<file path="src/rtl/game_pkg.sv">
// Shared definitions for the game controller: state codes, default key codes
// and the encoding of the win/lose result.
package game_pkg;

    typedef enum logic [2:0] {
        S_OFF  = 3'd0,
        S_WLCM = 3'd1,
        S_CH   = 3'd2,
        S_GAME = 3'd3,
        S_WL   = 3'd4,
        S_PA   = 3'd5
    } state_t;

    localparam logic [4:0] KEY_PWR_DEF = 5'd10;
    localparam logic [4:0] KEY_ST_DEF  = 5'd13;
    localparam logic [4:0] KEY_NO_DEF  = 5'd14;
    localparam logic [4:0] KEY_YES_DEF = 5'd15;

    localparam logic [1:0] RES_NONE = 2'b00;
    localparam logic [1:0] RES_LOST = 2'b01;
    localparam logic [1:0] RES_WON  = 2'b10;

    function automatic logic is_decided(input logic [1:0] wl);
        return (wl == RES_LOST) || (wl == RES_WON);
    endfunction

endpackage

</file>
<file path="src/rtl/tick_gen.sv">
// Free-running divider: one-cycle tick every TICK_DIV clk cycles.
module tick_gen #(
    parameter int TICK_DIV = 27000000
) (
    input  logic clk,
    input  logic rst,
    output logic tick
);
    localparam int W = $clog2(TICK_DIV);
    localparam logic [W-1:0] LAST = W'(TICK_DIV - 1);

    logic [W-1:0] cnt;

    always_ff @(posedge clk or posedge rst) begin
        if (rst) begin
            cnt  <= '0;
            tick <= 1'b0;
        end else begin
            tick <= (cnt == LAST);
            if (cnt == LAST) cnt <= '0;
            else             cnt <= cnt + 1'b1;
        end
    end
endmodule

</file>
<file path="src/rtl/game_fsm.sv">
// Game sequencing FSM: keypad navigation plus tick-timed GAME/WL/PA phases.
// Define PA_TIMEOUT_EN to let PA fall back to WLCM after PA_TIMEOUT_TICKS idle ticks.
module game_fsm
    import game_pkg::*;
#(
    parameter int TICK_DIV         = 27000000,
    parameter int GAME_HOLD_TICKS  = 3,
    parameter int RESULT_TICKS     = 15,
    parameter int PA_TIMEOUT_TICKS = 30,
    parameter logic [4:0] KEY_PWR  = KEY_PWR_DEF,
    parameter logic [4:0] KEY_ST   = KEY_ST_DEF,
    parameter logic [4:0] KEY_NO   = KEY_NO_DEF,
    parameter logic [4:0] KEY_YES  = KEY_YES_DEF
) (
    input  logic       clk,
    input  logic       rst,
    input  logic       keypad_pressed,
    input  logic [4:0] key,
    input  logic [1:0] W_or_L,
    output logic [2:0] presente,
    output logic [1:0] result,
    output logic       state_chg
);
    localparam int MAX_A = (GAME_HOLD_TICKS > RESULT_TICKS) ? GAME_HOLD_TICKS : RESULT_TICKS;
    localparam int MAX_T = (MAX_A > PA_TIMEOUT_TICKS) ? MAX_A : PA_TIMEOUT_TICKS;
    localparam int CW    = $clog2(MAX_T) + 1;

    localparam logic [CW-1:0] HOLD_LAST = CW'(GAME_HOLD_TICKS - 1);
    localparam logic [CW-1:0] RES_LAST  = CW'(RESULT_TICKS - 1);
`ifdef PA_TIMEOUT_EN
    localparam logic [CW-1:0] PA_LAST   = CW'(PA_TIMEOUT_TICKS - 1);
`endif

    state_t        state, nxt;
    logic          key_q, accept, tick;
    logic          cnt_clr, cnt_inc;
    logic [CW-1:0] cnt;

    tick_gen #(.TICK_DIV(TICK_DIV)) u_tick (.clk(clk), .rst(rst), .tick(tick));

    assign accept   = keypad_pressed & ~key_q;
    assign presente = state;

    always_comb begin
        nxt     = state;
        cnt_clr = 1'b0;
        cnt_inc = 1'b0;
        case (state)
            S_OFF, S_WLCM, S_CH: ;
            S_GAME: begin
                if (!is_decided(W_or_L)) cnt_clr = 1'b1;
                else if (tick) begin
                    if (cnt >= HOLD_LAST) nxt = S_WL;
                    else                  cnt_inc = 1'b1;
                end
            end
            S_WL: begin
                if (tick) begin
                    if (cnt >= RES_LAST) nxt = S_PA;
                    else                 cnt_inc = 1'b1;
                end
            end
            S_PA: begin
`ifdef PA_TIMEOUT_EN
                if (accept) cnt_clr = 1'b1;
                else if (tick) begin
                    if (cnt >= PA_LAST) nxt = S_WLCM;
                    else                cnt_inc = 1'b1;
                end
`endif
            end
            default: nxt = S_OFF;
        endcase

        // An accepted key overrides any timer expiry in the same cycle.
        if (accept) begin
            if (key == KEY_PWR) begin
                nxt = (state == S_OFF) ? S_WLCM : S_OFF;
            end else if (key == KEY_ST) begin
                if (state == S_WLCM)    nxt = S_CH;
                else if (state == S_CH) nxt = S_GAME;
            end else if (key == KEY_YES && state == S_PA) begin
                nxt = S_GAME;
            end else if (key == KEY_NO && state == S_PA) begin
                nxt = S_WLCM;
            end
        end
    end

    always_ff @(posedge clk or posedge rst) begin
        if (rst) begin
            state     <= S_OFF;
            key_q     <= 1'b0;
            cnt       <= '0;
            result    <= RES_NONE;
            state_chg <= 1'b0;
        end else begin
            key_q     <= keypad_pressed;
            state     <= nxt;
            state_chg <= (nxt != state);
            if (nxt != state || cnt_clr) cnt <= '0;
            else if (cnt_inc && cnt != '1) cnt <= cnt + 1'b1;
            if (state == S_GAME && nxt == S_WL) result <= W_or_L;
        end
    end
endmodule

</file>
<file path="config.mk">
export PLATFORM = sky130hd
export DESIGN_NAME = game_fsm
export DESIGN_NICKNAME = d
export VERILOG_FILES = /design/src/rtl/game_pkg.sv /design/src/rtl/tick_gen.sv /design/src/rtl/game_fsm.sv
export SDC_FILE = /design/constraint.sdc
export NUM_CORES = 1
export LEC_CHECK = 0
export CORE_MARGIN = 2
export CORE_UTILIZATION = 55
export CTS_CLUSTER_SIZE = 40
export DETAILED_ROUTE_END_ITERATION = 8
export PLACE_DENSITY = 0.85
export SLEW_MARGIN = 20
export SYNTH_ARGS = -nofsm -noshare
export SYNTH_HDL_FRONTEND = slang
export SYNTH_SLANG_ARGS = --single-unit
</file>
<file path="constraint.sdc">
create_clock -name clk -period 2.5 [get_ports clk]
set_clock_uncertainty 0.05 [all_clocks]
set_input_delay 0.75 -clock clk [delete_from_list [all_inputs] [get_ports clk]]
set_output_delay 0.75 -clock clk [all_outputs]
set_load 0.005 [all_outputs]
</file>
==> flow_summary.json <==
{
  "power_density_nw_per_um2": 458,
  "grt_pass1_vias": 1677,
  "min_period_ns": 2.34,
  "slowest_stage": "clkdlybuf4s50_1",
  "cts_hold_buf": 0,
  "status": "finished clean",
  "fin_crit_sh_pct": 93.8,
  "met1Wirelength_um": 1920,
  "synth_top_area_share_pct": 45.7,
  "yosysMostFrequentCell": "dfrtp_1",
  "p_leak_nw": 1.20,
  "rsz0062_at_grt": "no",
  "cp.required_ns": 2.63,
  "worstSetupEndpointType": "flop",
  "synth_edf_count": 0,
  "ioPinCount": 16,
  "synth_area_leaders": "dfrtp_1, nor2_1, xnor2_1",
  "gr-total-overflow": 0,
  "fin_tns_setup_ns": 0,
  "antenna_found_initial": 0,
  "root_buffer": "clkbuf_8",
  "routed.top_layer": "met4",
  "syn_inst": 223,
  "slowest_delay_ns": 0.45,
  "drv_slew": 0,
  "synth_cell_type_count": 51,
  "numClockSinks": 39,
  "die_area_um2": 4400,
  "crit_path_start_kind": "primary input",
  "fmax_mhz": 427,
  "core_region_area_um2": 3690,
  "post_drt_via_cell_ratio": 5.63,
  "slew_headroom_pct": 66.7,
  "die_h_um": 66.3,
  "crit_chain": "clkdlybuf4s50_1 -> nor4bb_1 -> buf_4 -> o21ai_0 -> nor2_1 -> nand3b_1 -> mux2_2",
  "routed_wl_um": 4110,
  "worstSkewPairLatency_ns": 0.29,
  "final_layout_size_suffix_gt1_share_pct": 15.3,
  "io_buffers": 15,
  "ys.warnings.count": 0,
  "cts_buffer_depth": 2,
  "dr_total_vias": 1739,
  "diodes": 0,
  "setup_viol": 0,
  "rows": 22,
  "initial_core_util_pct": 57.9,
  "synth_top_flop_cell": "dfrtp_1",
  "dr.pass1.iters": 4,
  "cts_tree": "yes",
  "fin_cells": 309,
  "drcViolationCount": 0,
  "cts_htree_levels": 2,
  "ys_seq_area_share_pct": 45.7,
  "globalplace.congestion": 0.893,
  "gr-usage-all-layers_pct": 21.1,
  "maxCapViolCount": 0,
  "dp_hpwl_um": 2980,
  "syn_area_per_cell_um2": 9.58,
  "tightest_slew_ns": 0.496,
  "grt_max_degree": 40,
  "grt_pass1_wl_um": 7220,
  "wl_met3_um": 189,
  "hold_class": "reg -> reg",
  "clkTransAtPathRegs_ns": 0.08,
  "drt_first_iter_violations": 176,
  "max-vdd-ir-drop_uv": 459,
  "worstPathArrival_ns": 2.47,
  "async_flop_share_pct": 100,
  "synth_area_um2": 2140,
  "placed_cells": 301,
  "cts_inserted_buffers": 5,
  "ant_nets": 0,
  "die_width_um": 66.3,
  "critical_path_peak_fanout": 7,
  "hold_viol_final": 0,
  "syn2layout_area_growth_pct": 20.6,
  "wl_met2_um": 1970,
  "wire_per_inst_um": 13.3,
  "synthTopCellsByCount": "dfrtp_1, nor2_1, nand3_1",
  "syn_nets": 236,
  "path_class": "in -> reg",
  "ys_seq_elements": 39,
  "fillers": 293,
  "synth_top_area_cell": "dfrtp_1",
  "nets": 273
}
[layer usage]
metal	vias up	global-route usage, %
met4	0	4.59
li1	857	-
met3	6	4.94
met1	836	29.2
met5	-	0
met2	40	33.9
[cell type report]
cell class | count | area [um2] | share of cell area, %
flip-flops and latches | 39 | 976 | 37.9
inverters | 10 | 37.5 | 1.46
repair buffers | 39 | 330 | 12.8
well taps | 48 | 60.1 | 2.33
clock inverters | 1 | 5.00 | 0.194
multi-input cells | 165 | 1090 | 42.3
clock buffers | 7 | 76.3 | 2.96
[timing repair]
item	in CTS	in global routing
setup buffers	0	0
endpoints found under the setup margin	0	7
gates resized for setup	0	4
[worst paths after layout]
check,slack [ns],startpoint,to,depth (start not counted)
worst min-delay path,0.44,u_tick.cnt[18],u_tick.cnt[18],1
worst min register to register,0.44,u_tick.cnt[18],u_tick.cnt[18],1
min in group asynchronous,0.82,rst,cnt[5],3
max in group asynchronous,1.24,rst,u_tick.cnt[1],3
worst max-delay path,0.16,key[3],result[0],7
worst max register to register,0.28,u_tick.cnt[18],u_tick.cnt[11],5
[flip-flops by register name (all words and copies together), names as in the netlist]
name	cells
u_tick.tick	1
presente	3
result	2
key_q	1
u_tick.cnt	25
state_chg	1
cnt	6
[where the power goes]
group          leakage (nW)  total, W  internal, W  switching (W)
combinational         0.639  0.000128    0.0000666      0.0000615
sequential            0.515  0.000644     0.000636     0.00000783
clock                0.0422  0.000408     0.000196       0.000212
[cells in the final DEF (no fill, tap or decap), drive strengths merged, types with 2 or more instances in the layout]
cell type,count
nor3b,2
o21bai,2
o211a,3
a41oi,2
nand3b,2
dfrtp,39
and3b,2
a21oi,7
nor4bb,2
nand4,5
xor2,11
nand3,16
o31ai,4
o21ai,5
nand2,11
clkdlybuf4s50,15
clkbuf,7
nor4,5
nand2b,2
or2,2
buf,24
and2,2
ha,3
nor2,29
inv,10
nor3,4
nor2b,5
xnor2,12
o21a,3
or4,2
and3,5
[stage by stage]
| step | area [um2] | setup WS, ns | hold WS (ns) | util [%] | power [W] |
|---|---|---|---|---|---|
| 6_report | 2570 | 0.156 | 0.443 | 69.8 | 0.00118 |
| 5_1_grt | 2570 | 0.0117 | 0.471 | 69.8 | 0.00123 |
| 4_1_cts | 2560 | 0.117 | 0.444 | 69.5 | 0.00119 |
| 3_5_place_dp | 2480 | -0.158 | 0.434 | 67.3 | 0.000781 |
| 3_3_place_gp | 2480 | -0.118 | 0.423 | 67.3 | 0.000780 |
| 2_1_floorplan | 2140 | 0.151 | 0.398 | - | 0.000716 |
[worst max-delay path, delay by kind of cell]
kind,cells,cell delay (ns)
muxes,1,0.35
and+or+nand+nor,3,0.60
buffers and inverters,2,0.65
AOI/OAI and AO/OA,1,0.12
[kinds of logic (layout without fill, tap and decap cells)]
| kind of cell | count (synthesis) | in the layout | share of synthesized area (%) |
|---|---|---|---|
| buffers and inverters | 19 | 57 | 3.75 |
| flip-flops | 39 | 39 | 45.7 |
| AO/OA/AOI/OAI | 35 | 35 | 11.8 |
| adder cells (fa/ha/maj) | 3 | 3 | 1.76 |
| XOR/XNOR | 23 | 23 | 9.43 |
| multiplexers | 2 | 2 | 0.996 |
| AND/OR/NAND/NOR | 102 | 102 | 26.5 |
No activity file was read; power rests on OpenSTA's default activity.
